==> src/rtl/hoops_collision_compositor_pkg.sv <==
// Shared game definitions for the hoop pass/hit logic: FSM state encoding and colour constants.
package hoops_collision_compositor_pkg;

  typedef enum logic [1:0] {
    CLEAR    = 2'd0,
    INSIDE   = 2'd1,
    COOLDOWN = 2'd2
  } hoop_state_t;

  localparam logic [7:0] TRANSPARENT_ENCODING = 8'hFF;

  localparam int HIT_MIN_PIXELS_DEF  = 4;
  localparam int COOLDOWN_FRAMES_DEF = 30;
  localparam int CNT_W_DEF           = 16;

endpackage

==> src/rtl/hoops_collision_compositor_if.sv <==
// Pixel-stream bundle between the object bitmaps / VGA timing and the hoop compositor.
interface hoops_collision_compositor_if;

  logic       startOfFrame;
  logic       hoopInsideRect;
  logic       hoopTopDR;
  logic       hoopBottomDR;
  logic [7:0] hoopRGB;
  logic       playerDR;
  logic [7:0] playerRGB;
  logic [7:0] backGroundRGB;
  logic [7:0] RGBout;
  logic       hoopPassed;
  logic       hoopHit;
  logic [1:0] hoopState;

  modport master (
    output startOfFrame, hoopInsideRect, hoopTopDR, hoopBottomDR, hoopRGB,
    output playerDR, playerRGB, backGroundRGB,
    input  RGBout, hoopPassed, hoopHit, hoopState
  );

  modport slave (
    input  startOfFrame, hoopInsideRect, hoopTopDR, hoopBottomDR, hoopRGB,
    input  playerDR, playerRGB, backGroundRGB,
    output RGBout, hoopPassed, hoopHit, hoopState
  );

endinterface

==> src/rtl/hoops_collision_compositor_frame_overlap_counter.sv <==
// Saturating per-frame pixel counter; on each frame start it latches (count >= THRESHOLD)
// and restarts with the coincident pixel's contribution.
module frame_overlap_counter #(
  parameter int CNT_W     = 16,
  parameter int THRESHOLD = 1
) (
  input  logic clk,
  input  logic reset,
  input  logic start_of_frame,
  input  logic hit,
  output logic flag
);

  localparam logic [CNT_W-1:0] CNT_MAX = '1;
  localparam logic [CNT_W:0]   THR     = (CNT_W+1)'(THRESHOLD);

  logic [CNT_W-1:0] cnt_reg;
  logic             flag_reg;

  always_ff @(posedge clk or posedge reset) begin
    if (reset) begin
      cnt_reg  <= '0;
      flag_reg <= 1'b0;
    end else if (start_of_frame) begin
      flag_reg <= ({1'b0, cnt_reg} >= THR);
      cnt_reg  <= hit ? CNT_W'(1) : '0;
    end else if (hit && (cnt_reg != CNT_MAX)) begin
      cnt_reg <= cnt_reg + CNT_W'(1);
    end
  end

  assign flag = flag_reg;

endmodule

==> src/rtl/hoops_collision_compositor.sv <==
// Layers the hoop ring around the player (bottom half in front, top half behind) and
// runs a once-per-frame FSM that reports a clean pass or a ring crash.
module hoops_collision_compositor
  import hoops_collision_compositor_pkg::*;
#(
  parameter int HIT_MIN_PIXELS  = HIT_MIN_PIXELS_DEF,
  parameter int COOLDOWN_FRAMES = COOLDOWN_FRAMES_DEF,
  parameter int CNT_W           = CNT_W_DEF
) (
  input logic                          clk,
  input logic                          reset,
  hoops_collision_compositor_if.slave  bus
);

  localparam int            CD_W    = (COOLDOWN_FRAMES > 1) ? $clog2(COOLDOWN_FRAMES) : 1;
  localparam logic [CD_W-1:0] CD_LOAD = CD_W'(COOLDOWN_FRAMES - 1);

  logic ring_hit, rect_hit;
  logic ring_flag, rect_flag;

  assign ring_hit = bus.playerDR && (bus.hoopTopDR || bus.hoopBottomDR);
  assign rect_hit = bus.playerDR && bus.hoopInsideRect;

  frame_overlap_counter #(.CNT_W(CNT_W), .THRESHOLD(HIT_MIN_PIXELS)) u_ring_cnt (
    .clk            (clk),
    .reset          (reset),
    .start_of_frame (bus.startOfFrame),
    .hit            (ring_hit),
    .flag           (ring_flag)
  );

  // A threshold of one is the same test as "count is non-zero".
  frame_overlap_counter #(.CNT_W(CNT_W), .THRESHOLD(1)) u_rect_cnt (
    .clk            (clk),
    .reset          (reset),
    .start_of_frame (bus.startOfFrame),
    .hit            (rect_hit),
    .flag           (rect_flag)
  );

  logic [7:0] rgb_reg, rgb_next;

  always_comb begin
    rgb_next = bus.backGroundRGB;
    if (bus.hoopBottomDR)   rgb_next = bus.hoopRGB;
    else if (bus.playerDR)  rgb_next = bus.playerRGB;
    else if (bus.hoopTopDR) rgb_next = bus.hoopRGB;
  end

  // The first frame start after reset only arms evaluation; the partial frame before it is discarded.
  logic armed_reg, eval_reg;

  hoop_state_t     state_reg, state_next;
  logic [CD_W-1:0] cd_reg, cd_next;
  logic            passed_reg, passed_next;
  logic            hit_reg, hit_next;

  always_ff @(posedge clk or posedge reset) begin
    if (reset) begin
      rgb_reg    <= 8'h00;
      armed_reg  <= 1'b0;
      eval_reg   <= 1'b0;
      state_reg  <= CLEAR;
      cd_reg     <= '0;
      passed_reg <= 1'b0;
      hit_reg    <= 1'b0;
    end else begin
      rgb_reg    <= rgb_next;
      armed_reg  <= armed_reg | bus.startOfFrame;
      eval_reg   <= bus.startOfFrame & armed_reg;
      state_reg  <= state_next;
      cd_reg     <= cd_next;
      passed_reg <= passed_next;
      hit_reg    <= hit_next;
    end
  end

  always_comb begin
    state_next  = state_reg;
    cd_next     = cd_reg;
    passed_next = 1'b0;
    hit_next    = 1'b0;
    case (state_reg)
      CLEAR: begin
        if (eval_reg) begin
          if (ring_flag) begin
            hit_next   = 1'b1;
            state_next = COOLDOWN;
            cd_next    = CD_LOAD;
          end else if (rect_flag) begin
            state_next = INSIDE;
          end
        end
      end
      INSIDE: begin
        if (eval_reg) begin
          if (ring_flag) begin
            hit_next   = 1'b1;
            state_next = COOLDOWN;
            cd_next    = CD_LOAD;
          end else if (!rect_flag) begin
            passed_next = 1'b1;
            state_next  = COOLDOWN;
            cd_next     = CD_LOAD;
          end
        end
      end
      COOLDOWN: begin
        if (eval_reg) begin
          if (cd_reg == '0) state_next = CLEAR;
          else              cd_next    = cd_reg - CD_W'(1);
        end
      end
      default: state_next = CLEAR;
    endcase
  end

  assign bus.RGBout     = rgb_reg;
  assign bus.hoopPassed = passed_reg;
  assign bus.hoopHit    = hit_reg;
  assign bus.hoopState  = state_reg;

endmodule

==> src/flat_wrapper.sv <==
// flat-port wrapper written by rule: the top's interface ports become plain ports
module hoops_collision_compositor_flat import hoops_collision_compositor_pkg::*;
#(
  parameter int HIT_MIN_PIXELS  = HIT_MIN_PIXELS_DEF,
  parameter int COOLDOWN_FRAMES = COOLDOWN_FRAMES_DEF,
  parameter int CNT_W           = CNT_W_DEF
)
  (clk, reset, bus_startOfFrame, bus_hoopInsideRect, bus_hoopTopDR, bus_hoopBottomDR, bus_hoopRGB, bus_playerDR, bus_playerRGB, bus_backGroundRGB, bus_RGBout, bus_hoopPassed, bus_hoopHit, bus_hoopState);
  hoops_collision_compositor_if bus_i ();
  input logic clk;
  input logic reset;
  input wire logic [$bits(bus_i.startOfFrame)-1:0] bus_startOfFrame;
  input wire logic [$bits(bus_i.hoopInsideRect)-1:0] bus_hoopInsideRect;
  input wire logic [$bits(bus_i.hoopTopDR)-1:0] bus_hoopTopDR;
  input wire logic [$bits(bus_i.hoopBottomDR)-1:0] bus_hoopBottomDR;
  input wire logic [$bits(bus_i.hoopRGB)-1:0] bus_hoopRGB;
  input wire logic [$bits(bus_i.playerDR)-1:0] bus_playerDR;
  input wire logic [$bits(bus_i.playerRGB)-1:0] bus_playerRGB;
  input wire logic [$bits(bus_i.backGroundRGB)-1:0] bus_backGroundRGB;
  output wire logic [$bits(bus_i.RGBout)-1:0] bus_RGBout;
  output wire logic [$bits(bus_i.hoopPassed)-1:0] bus_hoopPassed;
  output wire logic [$bits(bus_i.hoopHit)-1:0] bus_hoopHit;
  output wire logic [$bits(bus_i.hoopState)-1:0] bus_hoopState;
  assign bus_i.startOfFrame = bus_startOfFrame;
  assign bus_i.hoopInsideRect = bus_hoopInsideRect;
  assign bus_i.hoopTopDR = bus_hoopTopDR;
  assign bus_i.hoopBottomDR = bus_hoopBottomDR;
  assign bus_i.hoopRGB = bus_hoopRGB;
  assign bus_i.playerDR = bus_playerDR;
  assign bus_i.playerRGB = bus_playerRGB;
  assign bus_i.backGroundRGB = bus_backGroundRGB;
  assign bus_RGBout = bus_i.RGBout;
  assign bus_hoopPassed = bus_i.hoopPassed;
  assign bus_hoopHit = bus_i.hoopHit;
  assign bus_hoopState = bus_i.hoopState;
  hoops_collision_compositor #(.HIT_MIN_PIXELS(HIT_MIN_PIXELS), .COOLDOWN_FRAMES(COOLDOWN_FRAMES), .CNT_W(CNT_W)) u_core (.clk(clk), .reset(reset), .bus(bus_i));
endmodule
==> config.mk <==
export PLATFORM = sky130hd
export DESIGN_NAME = hoops_collision_compositor_flat
export DESIGN_NICKNAME = d
export VERILOG_FILES = /design/src/rtl/hoops_collision_compositor_pkg.sv /design/src/rtl/hoops_collision_compositor_if.sv /design/src/rtl/hoops_collision_compositor_frame_overlap_counter.sv /design/src/rtl/hoops_collision_compositor.sv /design/src/flat_wrapper.sv
export SDC_FILE = /design/constraint.sdc
export NUM_CORES = 1
export LEC_CHECK = 0
export ABC_AREA = 1
export BUFFER_PORTS_ARGS = -buffer_cell sky130_fd_sc_hd__buf_2
export CELL_PAD_IN_SITES_DETAIL_PLACEMENT = 0
export CELL_PAD_IN_SITES_GLOBAL_PLACEMENT = 1
export CORE_UTILIZATION = 38
export CTS_CLUSTER_DIAMETER = 50
export DETAILED_ROUTE_END_ITERATION = 7
export PLACE_DENSITY = 0.83
export SYNTH_ARGS = -nofsm -noshare
export SYNTH_HDL_FRONTEND = slang
export SYNTH_SLANG_ARGS = --single-unit
==> constraint.sdc <==
create_clock -name clk -period 1.73 [get_ports clk]
set_clock_uncertainty 0.05 [all_clocks]
set_input_delay 0.2595 -clock clk [delete_from_list [all_inputs] [get_ports clk]]
set_output_delay 0.2595 -clock clk [all_outputs]
set_load 0.05 [all_outputs]
==> results by group <==
Logic synthesis
  • Top_reg_cell synth: dfrtp_1
  • Synth top area share: 0.413
  • Asr flop ratio synth: 1.00
  • Post-Synthesis Cells: approximately 450
  • Post-Synth XOR/XNOR Area: 0.0300
  • Most frequent cells after synthesis: nand2_1, dfrtp_1, nor2_1
  • Post-synth EDFFs: 0
  • Synth cell types: 29
  • Top post-synthesis cells by area: dfrtp_1, nand2_1, nor2_1
  • Mapped cell area: about 3200 sq um
  • Yosys reg bits: 53
  • Yosys warns: 0
  • Simple-Gate Fraction of Synth Area: 0.374
  • Mux share of post-synthesis cell area: 0
  • Cell taking the most area after synthesis: dfrtp_1
  • Register area share after synthesis: 0.413
  • Adder-Cell Fraction of Synth Area: 0.0234
  • Avg Inst Size Synth: between 7 and 8 sq um
  • Compound-cell area share of the yosys netlist: 0.0787
  • Most common cell in the netlist: nand2_1
  • Largest family of logic cells by synthesized area: simple AND/OR/NAND/NOR gates
  • Syn Nets: roughly 500

STA
  • Max Fclk: ~600 MHz
  • Max-slew headroom: 0.779
  • Final hold vios: 0
  • Least-Margin Pin Slew: between 300 and 400 ps
  • Final WS setup: approximately 48 ps
  • RSZ-0062 raised after global routing: yes
  • Final worst path period share: 0.973
  • Final setup vio count: 0
  • Post-layout min period: around 1700 ps
  • Slew Viols, Final: 0

Detailed routing
  • DR vias: a little over 3,000
  • DRC Markers: 1
  • Vias per inst: about 5
  • Drt first pass iters: 7
  • Routed WL: approximately 7.5 mm
  • Post-route ant nets: 0
  • WL per Instance: ~12 microns
  • DR iter-0 viols: 181

Run status
  • Failing checks: DRC
  • Status: finished with violations

Power and ir drop
  • Pleak: slightly below 0.002 uW
  • Worst vdd ir: 0.425 mV
  • Pwr dens: 827 nW/um^2
  • Power Total: about 3200 uW

CTS
  • CTS tree: yes
  • Worst-path clk slew: about 100 ps
  • Root Buffer: clkbuf_8
  • H-tree depth: 2
  • CTS buffer count: 5
  • Clk buf depth: 2
  • Clock Latency Late Sink: 310 ps
  • CTS sink cnt: 53

Setup path
  • Largest fanout on the critical path: 15
  • Data required, critical path: 1930 ps
  • Worst Setup End Kind: flop
  • Crit path DAT: around 1900 ps
  • Critical path class: reg2reg
  • CP Launch Type: flop

GRT
  • Total congestion overflow: 0
  • Initial antenna violation count: 0
  • Largest net degree at the start of global routing: 54
  • Gr usage total: 0.187
  • First-pass GRT wire length: approximately 13 mm
  • Number of global-route vias before repair: around 2,900

Min path
  • Hold Path Class: in2reg

Final layout
  • Synth-to-Final Area Change: 20.5%
  • Post-Layout Cell Count: just over 600
  • Ant. Diodes: 0
  • Final nets: 550
  • Share of cells above drive strength 1: 0.196

Die
  • Die Area: 8830 sq um
  • Ports: 43
  • Row cnt: 33
  • DIE HEIGHT: roughly 94 microns
  • Core area: 8220 sq um
  • Die X: around 94 microns
  • Initial core utilization: 0.391

Placed design
  • Post-detail-place hpwl: between 5 and 6 mm
  • Post-Place Cells: 603
  • Buffers on Ports: 42
  • DP Worst Slack: -46.7 ps
  • GP Congestion: 0.822

Job
  • Max-cap violation count: 0
critical path, stage by stage (launching register included):
cell,delay [ps]
dfrtp_1,410
ha_2,220
nand3_2,100
inv_2,100
nand2_4,60
nor2_4,100
nor2_4,50
buf_12,140
nor2_4,230
nand2_1,90
nand2_1,70
cell families after synthesis:
group	count (synthesis)
buffers and inverters	63
flip-flops	53
adder cells (fa/ha/maj)	6
XOR/XNOR	11
AO/OA/AOI/OAI	48
AND/OR/NAND/NOR	268
final timing paths:
kind                            depth (start not counted)  slack [ps]                                   endpoint                                     start
worst max-delay path                                   10          50   u_core.u_ring_cnt.cnt_reg[0]$_DFFE_PP0P_  u_core.u_ring_cnt.cnt_reg[0]$_DFFE_PP0P_
worst min-delay path                                    3         120             u_core.bus.RGBout[2]$_DFF_PP0_                            bus_hoopRGB[2]
worst max register to register                         10          50   u_core.u_ring_cnt.cnt_reg[0]$_DFFE_PP0P_  u_core.u_ring_cnt.cnt_reg[0]$_DFFE_PP0P_
worst min register to register                          2         420                  u_core.eval_reg$_DFF_PP0_                u_core.armed_reg$_DFF_PP0_
max in group asynchronous                               4         890  u_core.u_ring_cnt.cnt_reg[11]$_DFFE_PP0P_                                     reset
min in group asynchronous                               4         490   u_core.u_rect_cnt.cnt_reg[5]$_DFFE_PP0P_                                     reset
per-layer routing:
metal / GRT usage / wire length [microns]
met5: 0 / 0
met4: 0.0577 / 114
met3: 0.0348 / 360
met2: 0.306 / 3510
met1: 0.249 / 3550
power by group:
part | internal [uW] | leakage (uW) | total (uW) | switching, uW
Clock | 472 | 0.0000585 | 877 | 405
Combinational | 320 | 0.00123 | 902 | 582
Sequential | 1350 | 0.000687 | 1420 | 71.5
final cells by class:
class                      instances  area (sq um)
clock buffer                       7          86.3
clock inverter                     1          30.0
fill                             825          4350
inverter                          52           195
multi-input combinational        334          1660
sequential                        53          1330
tap                              105           131
timing repair buffer              67           442
repair_timing:
item,CTS,global route
hold buffers,1,0
gates resized for setup,0,8
buffers inserted,1,6
cloned,1,0
hold endpoints to repair,53,0
pin swaps,1,9
setup endpoints to repair,14,28
layout by cell type, fill, tap and decap left out, types with 6 or more instances in the layout:
cell type,netlist,final
buf_2,4,42
buf_4,3,20
inv_2,5,6
nor2_1,53,53
nand2_1,135,134
inv_1,46,45
a21oi_1,12,12
dfrtp_1,53,51
nand3_1,27,26
xor2_1,11,11
nand4_1,29,29
clkbuf_8,0,6
o21ai_1,6,6
o21ai_0,25,25
nor2_4,4,6
per-stage QoR:
stage,instance area (sq um),setup TNS [ps],util,hold slack [ps]
6_report,3870,0,0.471,123
5_1_grt,3870,-313,0.471,142
4_1_cts,3810,0,0.463,110
3_5_place_dp,3650,-473,0.444,285
3_3_place_gp,3650,-11.9,0.444,282
2_1_floorplan,3210,0,-,350
Note: power is estimated with default switching activity, not from simulation.
